File: src/rtl/axis_stream_arbiter.sv
// axis_stream_arbiter
// Two-source, packet-granular round-robin arbiter in front of the AXIS data
// transmitter. The owning source is passed through combinationally, and packets
// are never interleaved. A packet is cut at MAX_BEATS; any remaining beats of
// that source are arbitrated again as a new packet. A completed-packet counter
// drives a fixed-length interrupt pulse toward the read interrupt generator.
module axis_stream_arbiter #(
    parameter int AXIS_DATA_WIDTH = 256,
    parameter int MAX_BEATS       = 400,
    parameter int BEAT_CNT_WIDTH  = 9,
    parameter int INTR_PKTS       = 1,
    parameter int INTR_PULSE_LEN  = 4
) (
    input  logic                       clk,
    input  logic                       rst_n,
    input  logic                       s0_transmit_vld,
    input  logic [AXIS_DATA_WIDTH-1:0] s0_transmit_data,
    input  logic                       s0_transmit_last,
    output logic                       s0_transmit_rdy,
    input  logic                       s1_transmit_vld,
    input  logic [AXIS_DATA_WIDTH-1:0] s1_transmit_data,
    input  logic                       s1_transmit_last,
    output logic                       s1_transmit_rdy,
    output logic                       m_transmit_vld,
    output logic [AXIS_DATA_WIDTH-1:0] m_transmit_data,
    output logic                       m_transmit_last,
    input  logic                       m_transmit_rdy,
    output logic                       read_start_intr,
    output logic                       grant_id,
    output logic                       busy,
    output logic [15:0]                pkt_cnt,
    output logic                       err_trunc
);

    localparam logic [1:0] ST_IDLE   = 2'd0;
    localparam logic [1:0] ST_GRANT0 = 2'd1;
    localparam logic [1:0] ST_GRANT1 = 2'd2;

    localparam int INTR_CNT_W  = (INTR_PKTS > 1) ? $clog2(INTR_PKTS) : 1;
    localparam int PULSE_CNT_W = $clog2(INTR_PULSE_LEN + 1);

    logic [1:0]                state_q, state_d;
    logic                      last_grant_q, last_grant_d;
    logic [BEAT_CNT_WIDTH-1:0] beat_cnt_q, beat_cnt_d;
    logic [15:0]               pkt_cnt_q, pkt_cnt_d;
    logic                      err_trunc_q, err_trunc_d;
    logic [INTR_CNT_W-1:0]     intr_cnt_q, intr_cnt_d;
    logic [PULSE_CNT_W-1:0]    pulse_cnt_q, pulse_cnt_d;

    // Sources gathered into arrays so the per-source logic is written once
    logic [1:0]                 src_vld;
    logic [1:0]                 src_last;
    logic [1:0]                 src_rdy;
    logic [AXIS_DATA_WIDTH-1:0] src_data [2];

    logic cur;         // index of the owning source while granted
    logic sel0;        // IDLE arbitration result for source 0
    logic sel1;        // IDLE arbitration result for source 1
    logic force_last;  // this beat reaches the packet length cap
    logic beat;        // a beat is transferred this cycle
    logic trig;        // a packet completion that fires an interrupt

    assign src_vld     = {s1_transmit_vld, s0_transmit_vld};
    assign src_last    = {s1_transmit_last, s0_transmit_last};
    assign src_data[0] = s0_transmit_data;
    assign src_data[1] = s1_transmit_data;

    // Each source sees the transmitter's ready only while it owns the port
    genvar gi;
    generate
        for (gi = 0; gi < 2; gi++) begin : g_src_rdy
            localparam logic [1:0] GRANT_ST = 2'(gi + 1);
            assign src_rdy[gi] = (state_q == GRANT_ST) && m_transmit_rdy;
        end
    endgenerate

    assign s0_transmit_rdy = src_rdy[0];
    assign s1_transmit_rdy = src_rdy[1];

    assign cur        = (state_q == ST_GRANT1);
    assign force_last = (beat_cnt_q == BEAT_CNT_WIDTH'(MAX_BEATS - 1));
    // On a tie, the source that did not win last time gets the grant
    assign sel0       = s0_transmit_vld && (!s1_transmit_vld || last_grant_q);
    assign sel1       = s1_transmit_vld && (!s0_transmit_vld || !last_grant_q);

    assign grant_id        = cur;
    assign busy            = (state_q != ST_IDLE);
    assign pkt_cnt         = pkt_cnt_q;
    assign err_trunc       = err_trunc_q;
    assign read_start_intr = (pulse_cnt_q != '0);

    // Arbitration FSM, pass-through mux, packet accounting and interrupt pulse
    always_comb begin
        state_d         = state_q;
        last_grant_d    = last_grant_q;
        beat_cnt_d      = beat_cnt_q;
        pkt_cnt_d       = pkt_cnt_q;
        err_trunc_d     = err_trunc_q;
        intr_cnt_d      = intr_cnt_q;
        pulse_cnt_d     = pulse_cnt_q;
        trig            = 1'b0;
        beat            = 1'b0;
        m_transmit_vld  = 1'b0;
        m_transmit_data = '0;
        m_transmit_last = 1'b0;

        case (state_q)
            ST_IDLE: begin
                if (sel0) begin
                    state_d      = ST_GRANT0;
                    last_grant_d = 1'b0;
                end else if (sel1) begin
                    state_d      = ST_GRANT1;
                    last_grant_d = 1'b1;
                end
            end
            ST_GRANT0, ST_GRANT1: begin
                m_transmit_vld  = src_vld[cur];
                m_transmit_data = src_data[cur];
                m_transmit_last = src_last[cur] | force_last;
                beat            = src_vld[cur] & m_transmit_rdy;
                if (beat) begin
                    if (m_transmit_last) begin
                        state_d    = ST_IDLE;
                        beat_cnt_d = '0;
                        pkt_cnt_d  = pkt_cnt_q + 16'd1;
                        if (!src_last[cur]) begin
                            err_trunc_d = 1'b1;
                        end
                        if (intr_cnt_q == INTR_CNT_W'(INTR_PKTS - 1)) begin
                            intr_cnt_d = '0;
                            trig       = 1'b1;
                        end else begin
                            intr_cnt_d = intr_cnt_q + 1'b1;
                        end
                    end else begin
                        beat_cnt_d = beat_cnt_q + 1'b1;
                    end
                end
            end
            default: begin
                state_d = ST_IDLE;
            end
        endcase

        // A new trigger reloads the full pulse length, even mid-pulse
        if (trig) begin
            pulse_cnt_d = PULSE_CNT_W'(INTR_PULSE_LEN);
        end else if (pulse_cnt_q != '0) begin
            pulse_cnt_d = pulse_cnt_q - 1'b1;
        end
    end

    // State registers; reset discards any partial packet immediately
    always_ff @(posedge clk or negedge rst_n) begin
        if (!rst_n) begin
            state_q      <= ST_IDLE;
            last_grant_q <= 1'b1;
            beat_cnt_q   <= '0;
            pkt_cnt_q    <= '0;
            err_trunc_q  <= 1'b0;
            intr_cnt_q   <= '0;
            pulse_cnt_q  <= '0;
        end else begin
            state_q      <= state_d;
            last_grant_q <= last_grant_d;
            beat_cnt_q   <= beat_cnt_d;
            pkt_cnt_q    <= pkt_cnt_d;
            err_trunc_q  <= err_trunc_d;
            intr_cnt_q   <= intr_cnt_d;
            pulse_cnt_q  <= pulse_cnt_d;
        end
    end

endmodule
File: config.mk
export PLATFORM = sky130hd
export DESIGN_NAME = axis_stream_arbiter
export DESIGN_NICKNAME = d
export VERILOG_FILES = /design/src/rtl/axis_stream_arbiter.sv
export SDC_FILE = /design/constraint.sdc
export NUM_CORES = 1
export LEC_CHECK = 0
export BUFFER_PORTS_ARGS = -buffer_cell sky130_fd_sc_hd__buf_4
export CAP_MARGIN = 10
export CORE_AREA = 2 2 307 309
export DETAILED_ROUTE_END_ITERATION = 8
export DIE_AREA = 0 0 309 311
export PLACE_DENSITY_LB_ADDON = 0.12
export SLEW_MARGIN = 5
export SYNTH_ARGS = -nofsm -noshare
export SYNTH_HDL_FRONTEND = slang
export SYNTH_SLANG_ARGS = --single-unit
File: constraint.sdc
create_clock -name clk -period 2.55 [get_ports clk]
set_input_delay 0.51 -clock clk [delete_from_list [all_inputs] [get_ports clk]]
set_output_delay 0.51 -clock clk [all_outputs]
set_load 0.02 [all_outputs]
==> results of run 1 <==
## final cells by class
class	count	area, um^2
Multi-Input combinational cell	634	5240
Clock buffer	7	153
Fill cell	10700	78000
Timing Repair Buffer	861	6930
Antenna cell	8	20.0
Sequential cell	32	802
Tap cell	1254	1570
Clock inverter	1	30.0
Inverter	7	26.3
## cells by family (layout without fill, tap and decap cells)
group                      Yosys count  count (layout)
other                                0               8
muxes                              262             262
xor gates and xnor gates            17              17
buffers and inverters               68             876
DFF                                 32              32
adders and majority gates            7               7
AOI/OAI and AO/OA                   24              24
and+or+nand+nor                    324             324
## registers in the layout (all words and copies together), names as in the netlist
register      count
beat_cnt_q        9
err_trunc         1
last_grant_q      1
pkt_cnt          16
pulse_cnt_q       3
state_q           2
## layout by cell type (no fill, tap or decap), drive strengths merged, types with 2 or more instances in the layout
| master | Yosys | routed |
|---|---|---|
| nor4 | 6 | 6 |
| nor3 | 3 | 3 |
| o21ai | 7 | 7 |
| inv | 7 | 7 |
| nor2 | 10 | 10 |
| clkbuf | 34 | 14 |
| nand3 | 13 | 13 |
| a21oi | 5 | 5 |
| nand2 | 11 | 11 |
| nand4 | 5 | 5 |
| a22o | 2 | 2 |
| buf | 27 | 853 |
| ha | 7 | 7 |
| a41o | 2 | 2 |
| mux2i | 259 | 259 |
| dfrtp | 31 | 31 |
| mux2 | 3 | 3 |
| diode | 0 | 8 |
| nor2b | 257 | 257 |
| nand2b | 3 | 3 |
| xor2 | 5 | 5 |
| and2 | 5 | 5 |
| a31oi | 2 | 2 |
| xnor2 | 12 | 12 |
| and3 | 2 | 2 |
## critical path, cell delays in order (launching register included)
cell	delay [ns]
dfrtp_1	0.39
inv_2	0.08
ha_4	0.19
buf_12	0.17
buf_16	0.20
mux2i_1	0.37
nor2b_1	0.10
buf_4	0.17
## worst max path at each step
stage,startpoint,cells after the start,slack (ns),to
floorplan,state_q[0],7,0.12,m_transmit_last
global placement,state_q[0],7,-0.07,m_transmit_data[180]
detailed placement,state_q[0],7,-0.05,m_transmit_data[180]
CTS,state_q[0],8,0.002,m_transmit_data[12]
global route,state_q[0],8,-0.02,m_transmit_data[15]
finish,state_q[0],7,0.05,m_transmit_data[148]
## metrics by stage
step	util	TNS, ns
finish	0.159	0
global route	0.159	-0.117
CTS	0.155	0
detailed placement	0.150	-0.0731
global placement	0.150	-0.150
floorplan	-	0
## metal layers
metal,global-route usage,share of wire
met5,0,0.0015
met4,0.0120,0.0060
met3,0.0292,0.083
met2,0.187,0.54
met1,0.104,0.37
## repair_timing
item,in CTS,in global routing
resized for setup,24,33
endpoints found under the setup margin,85,170
pin swaps,1,1
buffers inserted,5,3
gates cloned,4,7
## power by group through the flow
stage               clock [mW]  sequential, mW  combinational [mW]
floorplan                    0           0.729                7.80
finish                   0.747           0.719                15.3
global route             0.798           0.738                16.4
global placement             0           0.726                14.3
CTS                      0.765           0.721                14.7
detailed placement           0           0.727                14.2
==> results.py, run 1 <==
metrics = {
    "grt": {
        "grt_max_degree": 61,
        "grt_usage": 0.0966,
        "grt_pass1_vias": 9013,
        "antenna_found_initial": 17,
        "grt_first_pass_wirelength_um": 67200,
        "grt.overflow.total": 0,
    },
    "sta": {
        "fin_crit_sh": 0.979,
        "finalSetupViolations": 0,
        "tightestPinTransition_ns": 0.963,
        "finalClockSkew_ns": 0.0106,
        "slew_viol_final": 0,
        "holdWs_ns": 0.168,
        "setup_ws_ns": 0.0539,
        "rsz0062_at_grt": "true",
        "fin_crit_ns": 2.50,
        "max_freq_mhz": 401,
        "maxSlewHeadroom": 0.350,
        "hold_viol": 0,
    },
    "clocking": {
        "clkTransAtPathRegs_ns": 0.06,
        "hold_buffers": 0,
        "insertion_delay_ns": 0.28,
        "clockRootBuffer": "clkbuf_16",
        "htree_levels": 2,
        "cts_tree": "built",
        "clockBufferDepth": 2,
        "clock-sinks": 32,
        "cts_buffers": 5,
    },
    "min_path": {
        "hp-class": "input pin to asynchronous set/reset pin",
    },
    "placement": {
        "port_buffers": 798,
        "gp_congestion": 0.784,
        "placedCellCount": 2769,
        "dp_slack_ns": -0.0526,
        "hpwlAfterDp_um": 42900,
        "placed_area_mm2": 0.0139,
    },
    "worst_setup_path": {
        "worstReg2RegStart": "state_q[0]",
        "setup.worst_path.start_class": "flop",
        "end_kind": "output port",
        "worstPathRequired_ns": 2.04,
        "reg2reg_depth": 8,
        "rrSetupSlack_ns": 0.19,
        "arrival_ns": 1.99,
        "worstPathMaxFanout": 10,
        "criticalPathCategory": "flop to output port",
        "reg2reg_to": "beat_cnt_q[3]",
    },
    "floorplan": {
        "start_util": 0.0663,
        "die_area_mm2": 0.0961,
        "ioPinCount": 799,
        "die_y_um": 311,
        "chipWidth_um": 309,
        "fp.coreArea_mm2": 0.0928,
        "rows": 112,
    },
    "yosys": {
        "ys_types": 46,
        "synthesis.nets": 1260,
        "syn-cell-area_mm2": 0.00615,
        "synth.most_common_cell": "mux2i_1",
        "async_flop_share": 1.00,
        "synth-xor-area-share": 0.0242,
        "synth_fa_ha_area_frac": 0.0142,
        "synth_area_per_cell_um2": 8.38,
        "synth_simple_gate_area_frac": 0.326,
        "ys.flop_type": "dfrtp_1",
        "ys_warn_count": 0,
        "synth_area_leaders": "mux2i_1, nor2b_1, dfrtp_1",
        "synth_edf_count": 0,
        "ys_ff_latch": 32,
        "synth_mux_area_frac": 0.428,
        "ys_seq_area_frac": 0.130,
        "synth_top_family_by_area": "multiplexers",
        "synth_top_area_share": 0.420,
        "synth_cells": 734,
        "synth.largest_area_cell": "mux2i_1",
        "synthTopCellsByCount": "mux2i_1, nor2b_1, clkbuf_1, dfrtp_1, buf_2",
        "synth_compound_area_frac": 0.0295,
    },
    "detailed_routing": {
        "drc": 0,
        "via_per_inst": 3.05,
        "dr.pass1.iters": 4,
        "vias": 8551,
        "wl_per_cell_um": 18.5,
        "drt_iter0_drc": 277,
        "routed_wl_um": 51900,
        "ant_nets": 0,
    },
    "power": {
        "p_leak_nw": 6.82,
        "total_power_mw": 16.7,
        "power_frac_seq": 0.043,
        "switching_power_mw": 8.32,
        "power_density_mw_per_mm2": 1130,
        "swShare": 0.497,
        "power_frac_clock": 0.045,
        "internal_power_mw": 8.43,
        "comb_power_share": 0.912,
        "irDropWorstVdd_mv": 0.401,
    },
    "cells_and_area": {
        "drive_gt1_frac": 0.590,
        "design_area_mm2": 0.0148,
        "stdcell_count": 2804,
        "syn_to_final_growth_pct": 140,
        "nets": 2067,
    },
    "flow_run": {
        "maxCapViolations": 0,
    },
    "status": {
        "run_status": "finished, final reports clean",
    },
}
No activity file was read; power rests on OpenSTA's default activity.
==> run 2, diff against run 1 <==
- clock period: 2.55 -> 2.8 ns (I/O delays scaled with it)
==> results.py, run 2 (synthesized netlist as in run 1, its figures left out) <==
metrics = {
    "floorplan": {
        "chipWidth_um": 309,
        "fp.coreArea_mm2": 0.0928,
        "start_util": 0.0663,
        "die_area_mm2": 0.0961,
        "die_y_um": 311,
        "ioPinCount": 799,
        "rows": 112,
    },
    "cells_and_area": {
        "layout_commonest_cell": "buf_4",
        "fillers": 10600,
        "stdcell_count": 2779,
        "utilization": 0.154,
        "drive_gt1_frac": 0.573,
        "final_cell_mix": "buf_4, nor2b_1, mux2i_1",
        "nets": 2042,
        "regArea_um2": 802,
        "design_area_mm2": 0.0143,
        "multi_input_area_mm2": 0.00517,
        "syn_to_final_growth_pct": 133,
        "largest_register_ffs": 16,
    },
    "worst_setup_path": {
        "critical_path.max_stage_delay_ns": 0.40,
        "path_delay_family": "buffers and inverters",
        "cp_cell_sequence": "inv_2 > ha_4 > buf_16 > buf_16 > mux2i_2 > nor2b_1 > buf_4",
        "worstPathRequired_ns": 2.24,
        "critPathBufInv": 4,
        "setup.worst_path.start_class": "flop",
        "end_kind": "output port",
        "arrival_ns": 2.15,
        "worstPathMaxFanout": 16,
        "criticalPathCategory": "flop to output port",
        "cp_slowest_cell": "dfrtp_1",
        "cpMostUsedCell": "buf_16",
    },
    "sta": {
        "hold_viol": 0,
        "finalSetupViolations": 0,
        "finalClockSkew_ns": 0.00740,
        "fin_crit_ns": 2.71,
        "max_freq_mhz": 369,
        "slew_viol_final": 0,
        "maxSlewHeadroom": 0.273,
        "rsz0062_at_grt": "false",
        "tightestPinTransition_ns": 1.08,
        "fin_crit_sh": 0.969,
        "fin_tns_setup_ns": 0,
    },
    "power": {
        "total_power_mw": 14.3,
        "irDropWorstVdd_mv": 0.339,
        "p_leak_nw": 6.61,
        "power_density_mw_per_mm2": 999,
    },
    "clocking": {
        "clockBufferDepth": 2,
        "clock-sinks": 32,
        "clkTransAtPathRegs_ns": 0.06,
        "insertion_delay_ns": 0.28,
        "cts_tree": "built",
        "htree_levels": 2,
        "cts_buffers": 5,
        "clockRootBuffer": "clkbuf_16",
    },
    "placement": {
        "placedCellCount": 2756,
        "placed_area_mm2": 0.0139,
        "port_buffers": 798,
        "gp_congestion": 0.794,
        "hpwlAfterDp_um": 42500,
    },
    "grt": {
        "grt_first_pass_wirelength_um": 66400,
        "grt_usage": 0.0953,
        "grt_max_degree": 68,
        "antenna_found_initial": 12,
        "grt_pass1_vias": 8904,
        "grt.overflow.total": 0,
    },
    "status": {
        "run_status": "finished, final reports clean",
    },
    "min_path": {
        "hp-class": "input pin to asynchronous set/reset pin",
    },
    "detailed_routing": {
        "dr.pass1.iters": 4,
        "wl_per_cell_um": 18.0,
        "drt_iter0_drc": 287,
        "drc": 0,
        "ant_nets": 0,
        "vias": 8383,
        "routed_wl_um": 49900,
        "via_per_inst": 3.02,
    },
    "flow_run": {
        "maxCapViolations": 0,
    },
}
[run 2: cell type report]
class                           count  share of cell area
Inverter                            7             0.00184
Antenna cell                        8             0.00140
Tap cell                         1254               0.110
Clock inverter                      3             0.00297
Clock buffer                        5             0.00874
Sequential cell                    32              0.0560
Timing Repair Buffer              836               0.458
Multi-Input combinational cell    634               0.361
[run 2: stage by stage]
stage | setup WS (ns) | hold slack [ns]
5_1_grt | 0.00735 | 0.261
4_1_cts | -0.000804 | 0.248
3_5_place_dp | 0.0643 | 0.466
3_3_place_gp | 0.0279 | 0.468
6_report | 0.0880 | 0.231
2_1_floorplan | 0.317 | 0.264
[run 2: power by group]
part	internal (mW)	switching [mW]
registers	0.561	0.0880
clock network	0.418	0.217
logic	6.04	6.97
[run 2: routing by layer]
metal | global-route usage | routed length (um)
met4 | 0.0128 | 204
met3 | 0.0298 | 4760
met2 | 0.185 | 27100
met1 | 0.101 | 17900
met5 | 0 | 12
[run 2: worst reg2reg max path, stage by stage (launching register included)]
cell,delay (ns)
dfrtp_1,0.40
inv_2,0.12
ha_4,0.24
buf_4,0.18
clkbuf_16,0.21
mux2i_1,0.34
o311ai_0,0.42
a31oi_1,0.29
a41o_1,0.13
[run 2: worst paths after layout]
| check | from | endpoint | cells past startpoint | slack (ns) |
|---|---|---|---|---|
| worst max-delay path | state_q[0] | m_transmit_data[188] | 7 | 0.09 |
| worst min-delay path | rst_n | pkt_cnt[1] | 1 | 0.23 |
| worst max register to register | state_q[0] | state_q[0] | 8 | 0.43 |
| worst min register to register | err_trunc | err_trunc | 1 | 0.47 |
| max in group asynchronous | rst_n | last_grant_q | 1 | 2.22 |
| min in group clk | s0_transmit_vld | last_grant_q | 2 | 0.46 |
[run 2: repair_timing]
item | CTS | global route
setup buffers | 1 | 2
gates resized for setup | 22 | 1
endpoints found under the setup margin | 32 | 82
gates cloned | 3 | 1
pin swaps | 1 | 1
hold buffers | 0 | 0
